### config.mk
export PLATFORM = sky130hd
export DESIGN_NAME = battleship_game_ctrl
export DESIGN_NICKNAME = d
export VERILOG_FILES = /design/src/rtl/battleship_pkg.sv /design/src/rtl/battleship_game_ctrl_turn_timer.sv /design/src/rtl/battleship_game_ctrl.sv
export SDC_FILE = /design/constraint.sdc
export NUM_CORES = 1
export LEC_CHECK = 0
export ABC_AREA = 1
export CAP_MARGIN = 20
export CORE_UTILIZATION = 60
export CTS_CLUSTER_DIAMETER = 50
export CTS_CLUSTER_SIZE = 8
export DETAILED_ROUTE_END_ITERATION = 6
export GPL_TIMING_DRIVEN = 0
export HOLD_SLACK_MARGIN = 0.02
export PLACE_DENSITY = 0.82
export SETUP_SLACK_MARGIN = 0.15
export SLEW_MARGIN = 20
export SYNTH_ARGS = -nofsm -noshare
export SYNTH_HDL_FRONTEND = slang
export SYNTH_HIERARCHICAL = 1
export SYNTH_SLANG_ARGS = --single-unit
### constraint.sdc
create_clock -name clk -period 6.06 [get_ports clk]
set_input_delay 0.606 -clock clk [delete_from_list [all_inputs] [get_ports clk]]
set_output_delay 0.606 -clock clk [all_outputs]
set_load 0.02 [all_outputs]
### src/rtl/battleship_pkg.sv
// Shared Battleship definitions: game phases and ship-count sizing used by the
// phase sequencer and the placement/shot datapaths.
package battleship_pkg;

  localparam int SHIP_W    = 3;
  localparam int MAX_SHIPS = 5;

  typedef enum logic [2:0] {
    DECISION,
    PLACE_PLAYER,
    PLACE_PC,
    PLAYER_TURN,
    PC_TURN,
    WIN,
    LOSE
  } game_state_t;

endpackage

### src/rtl/battleship_game_ctrl_turn_timer.sv
// Player-turn countdown: one-second tick divider plus seconds-remaining counter.
// Held at TURN_SECONDS whenever not running; load restarts both counters.
module turn_timer #(
  parameter int CLK_HZ       = 50_000_000,
  parameter int TURN_SECONDS = 15
) (
  input  logic       clk,
  input  logic       rst,
  input  logic       load,
  input  logic       run,
  output logic       tick,
  output logic [3:0] seconds_left,
  output logic       expired
);

  localparam int              DIV_W    = (CLK_HZ > 1) ? $clog2(CLK_HZ) : 1;
  localparam logic [DIV_W-1:0] DIV_LAST = DIV_W'(CLK_HZ - 1);
  localparam logic [3:0]       SEC_INIT = 4'(TURN_SECONDS);

  logic [DIV_W-1:0] r_div;
  logic [3:0]       r_sec;

  assign tick         = run && (r_div == DIV_LAST);
  assign seconds_left = r_sec;
  // Level: countdown exhausted; the controller qualifies it with tick.
  assign expired      = (r_sec == 4'd0);

  always_ff @(posedge clk or negedge rst) begin
    if (!rst) begin
      r_div <= '0;
      r_sec <= SEC_INIT;
    end else if (load || !run) begin
      r_div <= '0;
      r_sec <= SEC_INIT;
    end else begin
      r_div <= tick ? '0 : r_div + 1'b1;
      if (tick && (r_sec != 4'd0)) begin
        r_sec <= r_sec - 1'b1;
      end
    end
  end

endmodule

### src/rtl/battleship_game_ctrl.sv
// Battleship phase sequencer: ship-count decision, placement enables, alternating
// timed turns and the terminal win/lose outcome.
module battleship_game_ctrl #(
  parameter int CLK_HZ       = 50_000_000,
  parameter int TURN_SECONDS = 15,
  parameter int MAX_SHIPS    = battleship_pkg::MAX_SHIPS
) (
  input  logic       clk,
  input  logic       rst,
  input  logic       player_confirm_amount,
  input  logic [2:0] player_amount_ships,
  input  logic       player_ships_located,
  input  logic       pc_ships_located,
  input  logic       player_shot_done,
  input  logic       player_shot_hit,
  input  logic       pc_shot_done,
  input  logic       pc_shot_hit,
  output logic       decision,
  output logic       player_place_en,
  output logic       pc_place_en,
  output logic       player_turn,
  output logic       pc_turn,
  output logic       turn_timeout,
  output logic [2:0] amount_ships_game,
  output logic [3:0] seconds_left,
  output logic       win,
  output logic       lose
);

  import battleship_pkg::*;

  game_state_t       r_state, w_state_nx;
  logic [SHIP_W-1:0] r_amount, w_amount_nx;
  logic [SHIP_W-1:0] r_player_hits, w_player_hits_nx, w_player_hits_sum;
  logic [SHIP_W-1:0] r_pc_hits, w_pc_hits_nx, w_pc_hits_sum;
  logic              r_confirm_q;
  logic              w_confirm_fall;
  logic              w_load, w_timeout, w_tick, w_expired;
  logic              r_decision, r_player_place_en, r_pc_place_en;
  logic              r_player_turn, r_pc_turn, r_turn_timeout, r_win, r_lose;

  turn_timer #(
    .CLK_HZ       (CLK_HZ),
    .TURN_SECONDS (TURN_SECONDS)
  ) u_turn_timer (
    .clk          (clk),
    .rst          (rst),
    .load         (w_load),
    .run          (r_state == PLAYER_TURN),
    .tick         (w_tick),
    .seconds_left (seconds_left),
    .expired      (w_expired)
  );

  assign w_confirm_fall    = r_confirm_q && !player_confirm_amount;
  assign w_player_hits_sum = r_player_hits + SHIP_W'(player_shot_hit);
  assign w_pc_hits_sum     = r_pc_hits + SHIP_W'(pc_shot_hit);

  always_comb begin
    w_state_nx       = r_state;
    w_amount_nx      = r_amount;
    w_player_hits_nx = r_player_hits;
    w_pc_hits_nx     = r_pc_hits;
    w_load           = 1'b0;
    w_timeout        = 1'b0;
    case (r_state)
      DECISION: begin
        if (w_confirm_fall && (player_amount_ships != 3'd0) &&
            (int'(player_amount_ships) <= MAX_SHIPS)) begin
          w_amount_nx = player_amount_ships;
          w_state_nx  = PLACE_PLAYER;
        end
      end
      PLACE_PLAYER: if (player_ships_located) w_state_nx = PLACE_PC;
      PLACE_PC: begin
        if (pc_ships_located) begin
          w_state_nx = PLAYER_TURN;
          w_load     = 1'b1;
        end
      end
      PLAYER_TURN: begin
        // A shot resolved on the expiry tick takes priority over the timeout.
        if (player_shot_done) begin
          w_player_hits_nx = w_player_hits_sum;
          w_state_nx       = (w_player_hits_sum == r_amount) ? WIN : PC_TURN;
        end else if (w_tick && w_expired) begin
          w_timeout  = 1'b1;
          w_state_nx = PC_TURN;
        end
      end
      PC_TURN: begin
        if (pc_shot_done) begin
          w_pc_hits_nx = w_pc_hits_sum;
          if (w_pc_hits_sum == r_amount) begin
            w_state_nx = LOSE;
          end else begin
            w_state_nx = PLAYER_TURN;
            w_load     = 1'b1;
          end
        end
      end
      default: ;
    endcase
  end

  always_ff @(posedge clk or negedge rst) begin
    if (!rst) begin
      r_state           <= DECISION;
      r_amount          <= '0;
      r_player_hits     <= '0;
      r_pc_hits         <= '0;
      r_confirm_q       <= 1'b0;
      r_decision        <= 1'b1;
      r_player_place_en <= 1'b0;
      r_pc_place_en     <= 1'b0;
      r_player_turn     <= 1'b0;
      r_pc_turn         <= 1'b0;
      r_turn_timeout    <= 1'b0;
      r_win             <= 1'b0;
      r_lose            <= 1'b0;
    end else begin
      r_state           <= w_state_nx;
      r_amount          <= w_amount_nx;
      r_player_hits     <= w_player_hits_nx;
      r_pc_hits         <= w_pc_hits_nx;
      r_confirm_q       <= player_confirm_amount;
      r_decision        <= (w_state_nx == DECISION);
      r_player_place_en <= (w_state_nx == PLACE_PLAYER);
      r_pc_place_en     <= (w_state_nx == PLACE_PC);
      r_player_turn     <= (w_state_nx == PLAYER_TURN);
      r_pc_turn         <= (w_state_nx == PC_TURN);
      r_turn_timeout    <= w_timeout;
      r_win             <= (w_state_nx == WIN);
      r_lose            <= (w_state_nx == LOSE);
    end
  end

  assign decision          = r_decision;
  assign player_place_en   = r_player_place_en;
  assign pc_place_en       = r_pc_place_en;
  assign player_turn       = r_player_turn;
  assign pc_turn           = r_pc_turn;
  assign turn_timeout      = r_turn_timeout;
  assign amount_ships_game = r_amount;
  assign win               = r_win;
  assign lose              = r_lose;

endmodule

# --- Word level (Yosys, flattened, before mapping) ---
# Cells that the tools add are included.
word_totals:
  out_inout_bits: 15
  reg_bits: 51
  word_cells: 71
  input_bits: 12
op_classes:
  n_eq_ne: 13
  reduce_logical: 18
  n_addsub: 4
  muxes: 20
  magnitude_cmp: 1
ops:
  columns: ["operator", "count"]
  rows:
  - ["$mux W26", 2]
  - ["$add A26 B1 Y26 const B", 1]
  - ["$eq A26 B26 Y1 const B", 1]
  - ["$mux W3", 7]
  - ["$pmux W3 S5", 1]
  - ["$eq A3 B2 Y1 const B", 4]
  - ["$eq A3 B3 Y1 const B", 4]
  - ["$mux W4", 2]
  - ["$mux W1", 7]
  - ["$add A3 B1 Y3", 2]
  - ["$eq A3 B1 Y1 const B", 2]
  - ["$eq A3 B3 Y1", 2]
  - ["$logic_and A1 B1 Y1", 6]
  - ["$logic_not A3 Y1", 2]
  - ["$reduce_and A2 Y1", 3]
  - ["$logic_not A4 Y1", 1]
  - ["$reduce_bool A4 Y1", 1]
  - ["$sub A4 B1 Y4 const B", 1]
  - ["$le A3 B3 Y1 const B", 1]
  - ["$reduce_bool A3 Y1", 1]
  - ["$logic_not A1 Y1", 2]
  - ["$pmux W1 S2", 1]
  - ["$reduce_bool A2 Y1", 1]
  - ["$logic_or A1 B1 Y1", 1]

# --- Depth between registers and ports, before layout ---
depth:
  depth_word: 7
  depth_mapped: 14
  ltp_nobuf: 14

# --- By module ---
# The synthesis kept the hierarchy.
by_module_without_submodules:
  columns: ["module", "seq_area_each_um2", "n_inst", "area_per_inst_um2", "cells_per_inst"]
  rows:
  - ["turn_timer", 755.7, 1, 1994.4, 291]
  - ["battleship_game_ctrl", 526.8, 1, 1154.9, 149]

# --- Least setup slack after synthesis ---
# OpenSTA, ideal clock, no wires.
synth_timing:
  kind: "input port to flip-flop"
  startpoint: "in pc_shot_hit"
  endpoint: "reg u_turn_timer.r_div[21]"
  arrival_ps: 2395
  slack_ps: 3596
  t_required_ps: 5991
  path_stages: 14
  setup_ps: 69
  path_buffers: 1
  path_cell_list: "ha_1 > ha_1 > inv_1 > nand2_1 > nand2_1 > nor2_1 > a21oi_2 > or2_2 > nor2_4 > inv_2 > nor2_2 > buf_6 > nand2_1 > nor2_2"
synth_via:
  elab_chain_cells: 7
synth_rtl:
  columns: ["item", "line_no", "source"]
  rows:
  - ["start, declared", "battleship_game_ctrl.sv:17", "input logic pc_shot_hit,"]
  - ["$add A3 B1 Y3", "battleship_game_ctrl.sv:57", "assign w_pc_hits_sum = r_pc_hits + SHIP_W'(pc_shot_hit);"]
  - ["named net w_pc_hits_sum[1]", "battleship_game_ctrl.sv:35", "logic [SHIP_W-1:0] r_pc_hits, w_pc_hits_nx, w_pc_hits_sum;"]
  - ["$eq A3 B3 Y1", "battleship_game_ctrl.sv:94", "if (w_pc_hits_sum == r_amount) begin"]
  - ["$mux W1", "battleship_game_ctrl.sv:94", null]
  - ["$mux W1", "battleship_game_ctrl.sv:92", "if (pc_shot_done) begin"]
  - ["$pmux W1 S2", "battleship_game_ctrl.sv:66", "case (r_state)"]
  - ["named net w_load", "battleship_game_ctrl.sv:38", "logic w_load, w_timeout, w_tick, w_expired;"]
  - ["$logic_or A1 B1 Y1", "battleship_game_ctrl_turn_timer.sv:32", "end else if (load || !run) begin"]
  - ["$mux W26", "battleship_game_ctrl_turn_timer.sv:32", null]
  - ["end signal, assigned", "battleship_game_ctrl_turn_timer.sv:36", "r_div <= tick ? '0 : r_div + 1'b1;"]
  - ["end, declared", "battleship_game_ctrl_turn_timer.sv:20", "logic [DIV_W-1:0] r_div;"]
# The timed path passes the listed nets, and every way through them passes these cells.
# A chain may end at the register's enable or synchronous reset.

# --- Worst setup path in the final report ---
layout_timing:
  startpoint: "in pc_shot_hit"
  endpoint: "reg u_turn_timer.r_div[17]"
# The elaborated chain is that of the path after synthesis.

==> summary.md <==
| Metric | Value |
|---|---|
| Outcome | `finished, final reports clean` |
| Yosys reg bits | `51` |
| Synthesized instance count | `440` |
| Pleak | `1.705 nW` |
| Final-stage net count | `492` |
| Final Wtd Congestion | `0.8849` |
| Crit path largest cell delay | `0.41 ns` |
| Diode count | `0` |
| Post-synth EDFFs | `0` |
| First-pass GRT wire length | `10750 microns` |
| Worst VDD drop | `0.0003724 V` |
| Detail Route Antenna Nets | `0` |
| Cell chain of the critical path | `clkdlybuf4s50_1, ha_1, ha_1, inv_1, nand2_1, nand2_1, nor2_1, a21oi_2, or2_2, nor2_4, inv_2, nor2_2, buf_6, nand2_1, nor2_1` |
| Fin. Hold Viols | `0` |
| Post-synthesis mux area share | `0%` |
| CP dominant cell by count | `nand2_1` |
| WP data arrival | `3.15 ns` |
| Most frequent cells after synthesis | `nand2_1 (122), nor2_1 (79), inv_1 (58), dfrtp_1 (46), nand3_1 (33)` |
| TritonRoute pass-1 iters | `4` |
| Wire per inst | `11.79 microns` |
| Final period util | `48.11%` |
| Skew-Pair Late Insertion Delay | `0.31 ns` |
| DR DRC count | `0` |
| Avg Vias per Cell | `5.108` |
| Most frequent cell after synthesis | `nand2_1` |
| Crit path max-delay family | `simple AND/OR/NAND/NOR gates` |
| Layout cells sized above 1 | `12.66%` |
| Syn Std Cell Area | `3149 sq um` |
| Crit path buf inv count | `4` |
| Post-synthesis cell type count | `31` |
| Pin count of the biggest net entering global routing | `52` |
| Hpwl dp | `4882 microns` |
| Required time worst endpoint | `6.30 ns` |
| Post-Synth Adder-Cell Area | `2.781%` |
| Final WL | `6412 microns` |
| Register area share after synthesis | `40.72%` |
| CTS hold repair buffers | `0` |
| CP Max Fanout | `10` |
| Fill count | `437` |
| CTS tree | `done` |
| Setup repair after global routing missed its margin | `false` |
| Endpoints failing setup | `0` |
| Ys flop type | `dfrtp_1` |
| Sink Count | `51` |
| Core Rows | `26` |
| Yosys top cell area share | `36.55%` |
| CTS Buf Count | `5` |
| Final core area utilization | `70.46%` |
| Max Freq | `343.0 MHz` |
| Core box area | `5075 sq um` |
| Slowest stage cell, crit path | `clkdlybuf4s50_1` |
| Syn-to-layout area delta | `13.55%` |
| Port bufs | `26` |
| Clock root cell | `clkbuf_8` |
| H-tree levels | `2` |
| Worst slew margin | `57.47%` |
| I/O pins | `27` |
| Asr flop ratio synth | `100.0%` |
| Detailed Route Iter0 Violations | `157` |
| Vias | `2779` |
| Die area | `5543 sq um` |
| Vias in the first global route | `2516` |
| Complex-gate fraction of the synthesized area | `3.417%` |
| Simple-Gate Fraction of Synth Area | `42.11%` |
| Initial antenna violation count | `0` |
| Hold Crit Class | `primary input to async pin` |
| Crit path depth | `15` |
| R2r worst-path depth | `14` |
| Setup TNS | `0 ns` |
| Synth area leaders | `dfrtp_1 (37%), nand2_1 (15%), nor2_1 (9.4%), inv_1 (6.9%), nand3_1 (5.2%)` |
| Synth Warn # | `6` |
| Final Max Slew Viols | `0` |
| Grt ovf | `0` |
| Final Critical Period | `2.915 ns` |
| Startpoint Class | `primary input` |
| Largest family of logic cells by synthesized area | `simple AND/OR/NAND/NOR gates` |
| Overall global routing resource usage | `25.63%` |
| R2R Setup Slk | `3.49 ns` |
| Initial core utilization | `62.06%` |
| Mean Syn Cell Area | `7.157 sq um` |
| Yosys top cell by area | `dfrtp_1` |
| Xor and xnor area share after synthesis | `2.225%` |
| Critical Path End Type | `flop` |
| CP Class | `primary input to flop` |
| Max clock buf depth | `2` |
| Post-Syn Nets | `459` |
| Capture point of the worst reg-to-reg path | `u_turn_timer/r_div[17]$_DFF_PN0_` |
| Clock slew at reported path FFs | `0.09 ns` |
| Die span in x | `74.45 microns` |
| Crit Reg-Reg Startpoint | `r_pc_hits[0]$_DFFE_PN0P_` |
| Slew @ Worst Pin | `0.6379 ns` |
| Power Dens Cells | `329.2 nW/um^2` |
| Max Cap Viol | `0` |
| Post-cts resize count | `0` |
| Die Y | `74.45 microns` |
| Buffer count from post-CTS setup fixing | `0` |
| Final Skew | `0.006379 ns` |
==> cells in the final DEF, fill, tap and decap left out, types with 5 or more instances in the layout <==
master | Yosys | routed
inv_2 | 8 | 8
xor2_1 | 6 | 6
nor2_4 | 6 | 6
nand3_2 | 6 | 6
clkbuf_8 | 0 | 5
o21ai_0 | 9 | 9
ha_1 | 7 | 7
inv_1 | 58 | 58
dfrtp_1 | 46 | 46
clkdlybuf4s50_1 | 0 | 25
nor2_2 | 8 | 8
nor2_1 | 79 | 79
nand2_2 | 9 | 9
nor3_1 | 11 | 11
nand3_1 | 33 | 33
nand2_1 | 122 | 122
a21oi_1 | 5 | 5
dfstp_2 | 5 | 5
==> power by group <==
group          leakage (nW)  total, mW  internal [mW]  switching, mW
Sequential            0.673      0.473          0.418         0.0557
Clock                0.0422      0.190         0.0813          0.109
Combinational         0.990      0.514          0.197          0.317
Total                  1.71       1.18          0.696          0.481
==> logic make-up (layout without fill, tap and decap cells) <==
logic type               Yosys count  after routing
flip-flops                        51             51
XOR/XNOR                           8              8
AND/OR/NAND/NOR                  286            286
adder cells (fa/ha/maj)            7              7
AO/OA/AOI/OAI                     19             19
buffers and inverters             69            103
==> final cells by class <==
| class | instances | area (sq um) | area share (%) |
|---|---|---|---|
| Multi-Input combinational cell | 320 | 1592 | 44.51 |
| Sequential cell | 51 | 1282 | 35.86 |
| Timing Repair Buffer | 26 | 257.7 | 7.208 |
| Inverter | 66 | 247.7 | 6.928 |
| Tap cell | 70 | 87.58 | 2.449 |
| Clock buffer | 7 | 76.32 | 2.134 |
| Buffer | 3 | 27.53 | 0.7698 |
| Clock inverter | 1 | 5.005 | 0.1400 |
==> metal layers <==
| metal | routed length (microns) | global-route usage, % | part of all wire [%] |
|---|---|---|---|
| met1 | 2940 | 33.65 | 46 |
| met2 | 3064 | 41.64 | 48 |
| met3 | 283 | 5.962 | 4.4 |
| met4 | 124 | 9.015 | 1.9 |
| met5 | 0 | 0 | 0 |
==> through the flow <==
stage	hold WS, ns	instances	instance area (sq um)	total power [mW]	setup WS, ns
floorplan	0.3104	440	3149	0.8300	3.596
global placement	0.4714	536	3497	0.9733	2.881
detailed placement	0.4847	536	3495	0.9944	2.827
CTS	0.3441	544	3576	1.187	3.156
global route	0.3712	544	3576	1.277	2.920
finish	0.3202	544	3576	1.177	3.145
==> how the worst max path moves through the flow <==
stage	slack, ns	endpoint	from
2_1_floorplan	3.60	u_turn_timer/r_div[21]$_DFF_PN0_	pc_shot_hit
3_3_place_gp	2.88	pc_turn$_DFF_PN0_	rst
3_5_place_dp	2.83	u_turn_timer/r_div[15]$_DFF_PN0_	pc_shot_hit
4_1_cts	3.16	u_turn_timer/r_div[22]$_DFF_PN0_	pc_shot_hit
5_1_grt	2.92	u_turn_timer/r_div[17]$_DFF_PN0_	pc_shot_hit
6_report	3.14	u_turn_timer/r_div[17]$_DFF_PN0_	pc_shot_hit
==> registers in the layout, summed over array words and instances (netlist names), 3 cells and up <==
| name | cells |
|---|---|
| u_turn_timer/r_div | 26 |
| u_turn_timer/seconds_left | 4 |
| amount_ships_game | 3 |
| r_pc_hits | 3 |
| r_player_hits | 3 |
| r_state | 3 |
Power figures use the tool's default switching activity.
